--- src/rtl/serial_subtractor.sv ---
// Bit-serial two's-complement subtractor: diff = a - b, one bit per clock, LSB first.
// Start/busy/done handshake; results are registered and only change on completion.
module serial_subtractor #(
    parameter int unsigned WIDTH = 4
) (
    input  logic             clk,
    input  logic             rst,
    input  logic             start,
    input  logic [WIDTH-1:0] a,
    input  logic [WIDTH-1:0] b,
    output logic             busy,
    output logic             done,
    output logic [WIDTH-1:0] diff,
    output logic             borrow,
    output logic             overflow
);

    localparam int unsigned CW = (WIDTH > 1) ? $clog2(WIDTH) : 1;
    localparam logic [CW-1:0] LAST = CW'(WIDTH - 1);

    typedef enum logic [0:0] {StIdle, StShift} state_t;

    state_t           state;
    logic [WIDTH-1:0] a_sh;
    logic [WIDTH-1:0] b_sh;
    logic [WIDTH-1:0] r_sh;
    logic [CW-1:0]    count;
    logic             bin;
    logic             a_msb;
    logic             b_msb;

    logic             a0;
    logic             b0;
    logic             d;
    logic             bout;
    logic [WIDTH-1:0] r_next;

    // Full-subtractor cell on the current LSBs and the next result shift value
    always_comb begin
        a0     = a_sh[0];
        b0     = b_sh[0];
        d      = a0 ^ b0 ^ bin;
        bout   = (~a0 & b0) | (~(a0 ^ b0) & bin);
        r_next = {d, r_sh[WIDTH-1:1]};
    end

    // Control FSM, shift datapath and registered result outputs
    always_ff @(posedge clk or posedge rst) begin
        if (rst) begin
            state    <= StIdle;
            a_sh     <= '0;
            b_sh     <= '0;
            r_sh     <= '0;
            count    <= '0;
            bin      <= 1'b0;
            a_msb    <= 1'b0;
            b_msb    <= 1'b0;
            busy     <= 1'b0;
            done     <= 1'b0;
            diff     <= '0;
            borrow   <= 1'b0;
            overflow <= 1'b0;
        end else begin
            done <= 1'b0;
            unique case (state)
                StIdle: begin
                    if (start) begin
                        a_sh  <= a;
                        b_sh  <= b;
                        a_msb <= a[WIDTH-1];
                        b_msb <= b[WIDTH-1];
                        bin   <= 1'b0;
                        count <= '0;
                        busy  <= 1'b1;
                        state <= StShift;
                    end
                end
                StShift: begin
                    a_sh  <= a_sh >> 1;
                    b_sh  <= b_sh >> 1;
                    r_sh  <= r_next;
                    bin   <= bout;
                    count <= count + 1'b1;
                    if (count == LAST) begin
                        // r_next[WIDTH-1] is the result MSB produced on this edge
                        diff     <= r_next;
                        borrow   <= bout;
                        overflow <= (a_msb != b_msb) & (r_next[WIDTH-1] != a_msb);
                        done     <= 1'b1;
                        busy     <= 1'b0;
                        count    <= '0;
                        state    <= StIdle;
                    end
                end
                default: state <= StIdle;
            endcase
        end
    end

endmodule

--- config.mk ---
export PLATFORM = sky130hd
export DESIGN_NAME = serial_subtractor
export DESIGN_NICKNAME = d
export VERILOG_FILES = /design/src/rtl/serial_subtractor.sv
export SDC_FILE = /design/constraint.sdc
export NUM_CORES = 1
export LEC_CHECK = 0
export BUFFER_PORTS_ARGS = -buffer_cell sky130_fd_sc_hd__buf_2
export CORE_MARGIN = 8
export CORE_UTILIZATION = 53
export DETAILED_ROUTE_END_ITERATION = 8
export PLACE_DENSITY = 0.81
export SETUP_SLACK_MARGIN = 0.1
export SLEW_MARGIN = 20
export SYNTH_ARGS = -nofsm -noshare
export SYNTH_HDL_FRONTEND = slang
export SYNTH_SLANG_ARGS = --single-unit
export TNS_END_PERCENT = 1
--- constraint.sdc ---
create_clock -name clk -period 1.73 [get_ports clk]
set_clock_uncertainty 0.05 [all_clocks]
set_input_delay 0.346 -clock clk [delete_from_list [all_inputs] [get_ports clk]]
set_output_delay 0.346 -clock clk [all_outputs]
set_load 0.01 [all_outputs]
## Yosys cells after proc, flatten, opt, wreduce, memory -nomap -nowiden

Cells that the tools add are included.
W data, S select, Z words.

- Equal/unequal tests: 5
- Reduce and logical (&&, ||, !) cells: 3
- Add/sub/neg operators: 1
- Muxes and demuxes: 17
- Bitwise logic cells: 9

Operator list:

| cell | number |
|---|---|
| $pmux W4 S2 | 2 |
| $mux W4 | 2 |
| $mux W1 | 7 |
| $pmux W1 S2 | 3 |
| $reduce_and A2 Y1 | 3 |
| $mux W2 | 2 |
| $pmux W2 S2 | 1 |
| $and A1 B1 Y1 | 3 |
| $not A1 Y1 | 3 |
| $add A2 B1 Y2 const B | 1 |
| $eq A2 B2 Y1 const B | 1 |
| $ne A1 B1 Y1 | 2 |
| $ne A2 B1 Y1 const B | 1 |
| $ne A2 B2 Y1 const B | 1 |
| $xor A1 B1 Y1 | 2 |
| $or A1 B1 Y1 | 1 |

- Flip-flop bits (word level): 26
- Bits of input ports: 11

## Longest topological paths before layout

- Word-level depth: 5
- Depth in mapped cells: 4
- Gate-level depth less buffers: 4

## Worst setup path before layout

No wires, ideal clock.

- Path kind: register -> register
- From: reg a_sh[0]
- To: reg overflow
- Buffers on the path: 0
- Arrival: 1383 ps
- Path slack: 215 ps
- Stages on the path, launching flop included: 4
- Period minus slack after synthesis: 1515 ps
- Path through: dfrtp_1 -> fa_1 -> or3b_1 -> a31oi_1

- Cells in the longest elaborated chain, start to end: 4

Ends and longest elaborated chain:

| element | RTL line | source |
|---|---|---|
| start, declared | 24 | `logic [WIDTH-1:0] a_sh;` |
| start signal, assigned | 79 | `a_sh <= a_sh >> 1;` |
| $xor A1 B1 Y1 (2 in a row) | 42 | `d = a0 ^ b0 ^ bin;` |
| named net d | 34 | `logic d;` |
| $ne A1 B1 Y1 | 88 | `overflow <= (a_msb != b_msb) & (r_next[WIDTH-1] != a_msb);` |
| $and A1 B1 Y1 | 88 |  |
| end signal, assigned | 88 |  |
| end, declared | 15 | `output logic overflow` |

The timed path passes the listed nets, and every way through them passes these cells.
A chain may end at the register's enable or synchronous reset.

## Final worst setup path

Ends and elaborated chain as after synthesis.

==> flow_metrics.py <==
metrics = {
    "outcome": {
        "status": "finished, final reports clean",
    },
    "worst_hold_path": {
        "hold_path_class": "input port to async pin",
    },
    "sta": {
        "worst_slew_pin_slew_ns": 0.355,
        "rsz0062_at_grt": "true",
        "relSlewSlack": 0.764,
        "min_period_ns": 1.60,
        "max_freq_mhz": 626,
        "setup_viol": 0,
        "hold_violations": 0,
        "drv_slew": 0,
        "fin_crit_sh": 0.924,
        "fin_tns_setup_ns": 0,
        "fin_hold_ws_ns": 0.00359,
    },
    "setup_path": {
        "crit_path_end_kind": "flip-flop",
        "critPathLaunchType": "flip-flop",
        "path_cells": "fa_1, or3b_1, a31oi_1",
        "crit_arrival_ns": 1.79,
        "max_stage_delay_ns": 0.53,
        "r2r_setup_slack_ns": 0.13,
        "cp_max_fo": 4,
        "crit_slowest_cell": "fa_1",
        "required_ns": 1.92,
        "timing_worst_setup_path_type": "flip-flop to flip-flop",
    },
    "finish": {
        "layout_commonest_cell": "dfrtp_1",
        "post-route-util": 0.624,
        "drive_gt1_frac": 0.340,
        "fillers": 161,
        "final_cell_mix": "dfrtp_1 (25), buf_2 (18), mux2i_1 (9), mux2_2 (9), nand2_1 (7)",
        "antennaDiodeCount": 0,
        "syn2layout_area_growth_pct": 13.2,
        "nNetsFinal": 120,
    },
    "power": {
        "p_leak_uw": 0.000605,
        "power_uw": 2050,
        "ir_drop_uv": 865,
        "powerDensity_nw_per_um2": 1690,
    },
    "synth": {
        "synthArstFlopShare": 1.00,
        "ys_types": 24,
        "synth_seq_cells": 25,
        "syn_area_um2": 1070,
        "syn_inst": 85,
        "syn_nets": 98,
        "synth_flop_cell": "dfrtp_1",
        "synth_seq_area_share": 0.585,
        "ys_warn_count": 0,
        "synth_edf_count": 0,
        "syn_area_per_cell_um2": 12.6,
    },
    "drt": {
        "first_pass_iters": 4,
        "ant_nets": 0,
        "wirelength_mm": 1.74,
        "drcViolationCount": 0,
        "wl_per_cell_um": 13.1,
        "viasPerCell": 5.13,
        "vias": 682,
        "drtIter0Drc": 11,
    },
    "grt": {
        "gr-total-overflow": 0,
        "grt_antenna_before_repair": 0,
        "grt_max_degree": 26,
        "grt_pass1_vias": 706,
        "grt_pass1_wl_mm": 2.98,
        "gr-usage-all-layers": 0.108,
    },
    "floorplan": {
        "initial_core_util": 0.551,
        "rows": 16,
        "fp.dieH_um": 60.9,
        "die_w_um": 60.9,
        "dieArea_um2": 3710,
        "io_pins": 19,
        "core-area_um2": 1940,
    },
    "cts": {
        "cts-htree-levels": 1,
        "cts_buffers": 3,
        "hold_buffers": 0,
        "clockBufferDepth": 2,
        "cts_tree": "yes",
        "path_clk_slew_ns": 0.12,
        "clock_latency_ns": 0.31,
        "cts_sinks": 25,
        "cts_root_buf": "clkbuf_4",
        "cts_resized": 0,
        "postCtsSetupBuffers": 0,
    },
    "job": {
        "maxCapViolations": 0,
    },
    "placed_design": {
        "hpwl_mm": 1.32,
        "port_buffers": 18,
        "gp_congestion": 0.691,
    },
}
==> where the power goes <==
group / switching [µW] / internal [µW] / total [µW]
clock network: 154 / 90.1 / 244
logic: 370 / 417 / 787
registers: 171 / 844 / 1010
total: 694 / 1350 / 2050
==> state kept, by name (all words and copies together), names as in the netlist <==
register / count
a_sh: 4
b_sh: 4
diff: 4
r_sh: 3
count: 2
a_msb: 1
b_msb: 1
bin: 1
borrow: 1
busy: 1
done: 1
overflow: 1
state: 1
==> cell usage after synthesis (2+ instances only) <==
| cell type | count | area (µm²) |
|---|---|---|
| inv_1 | 5 | 18.8 |
| buf_6 | 2 | 22.5 |
| nand2b_1 | 3 | 18.8 |
| o21ai_1 | 4 | 20.0 |
| o21ai_0 | 2 | 10.0 |
| nor2_1 | 4 | 15.0 |
| mux2i_1 | 9 | 90.1 |
| nand2_1 | 7 | 26.3 |
| o22ai_1 | 2 | 12.5 |
| mux2_2 | 9 | 101 |
| dfrtp_1 | 25 | 626 |
==> layer usage <==
layer | track usage | up-vias | wire length (µm) | share of wire
li1 | - | 333 | - | -
met1 | 0.128 | 329 | 802 | 0.46
met2 | 0.170 | 18 | 843 | 0.48
met3 | 0.0318 | 2 | 68 | 0.039
met4 | 0.0598 | 0 | 25 | 0.014
met5 | 0 | - | 0 | 0
==> through the flow <==
step | setup WS [ns] | instance area [µm²] | cells
2_1_floorplan | 0.215 | 1070 | 85
3_3_place_gp | 0.183 | 1180 | 129
3_5_place_dp | 0.158 | 1180 | 129
4_1_cts | 0.133 | 1210 | 133
5_1_grt | 0.0587 | 1210 | 133
6_report | 0.131 | 1210 | 133
==> final cells by class <==
| cell class | count | area [µm²] | share of cell area |
|---|---|---|---|
| well taps | 27 | 33.8 | 0.0279 |
| inverters | 6 | 22.5 | 0.0186 |
| flip-flops and latches | 25 | 626 | 0.517 |
| clock buffers | 4 | 26.3 | 0.0217 |
| multi-input cells | 50 | 390 | 0.322 |
| repair buffers | 21 | 113 | 0.0930 |
==> kinds of logic after synthesis <==
family	synth area share
muxes	0.179
DFF	0.585
AOI/OAI and AO/OA	0.0655
and+or+nand+nor	0.0901
buffers and inverters	0.0503
adders and majority gates	0.0304
==> critical path: cells and delay by family, from the launching register on <==
family / cells / cell delay [ns]
compound gates: 1 / 0.16
flops: 1 / 0.42
fa+ha+maj: 1 / 0.53
simple gates: 1 / 0.36
==> path summary, 6_finish.rpt <==
check,startpoint,to,depth (start not counted)
hold reg to reg,a_sh[3],a_sh[2],2
hold / removal,rst,a_sh[3],3
max in group asynchronous,rst,overflow,3
setup reg to reg,a_sh[0],overflow,3
setup / recovery,a_sh[0],overflow,3
min in group clk,a[3],a_msb,2
No activity file was read; power rests on OpenSTA's default activity.
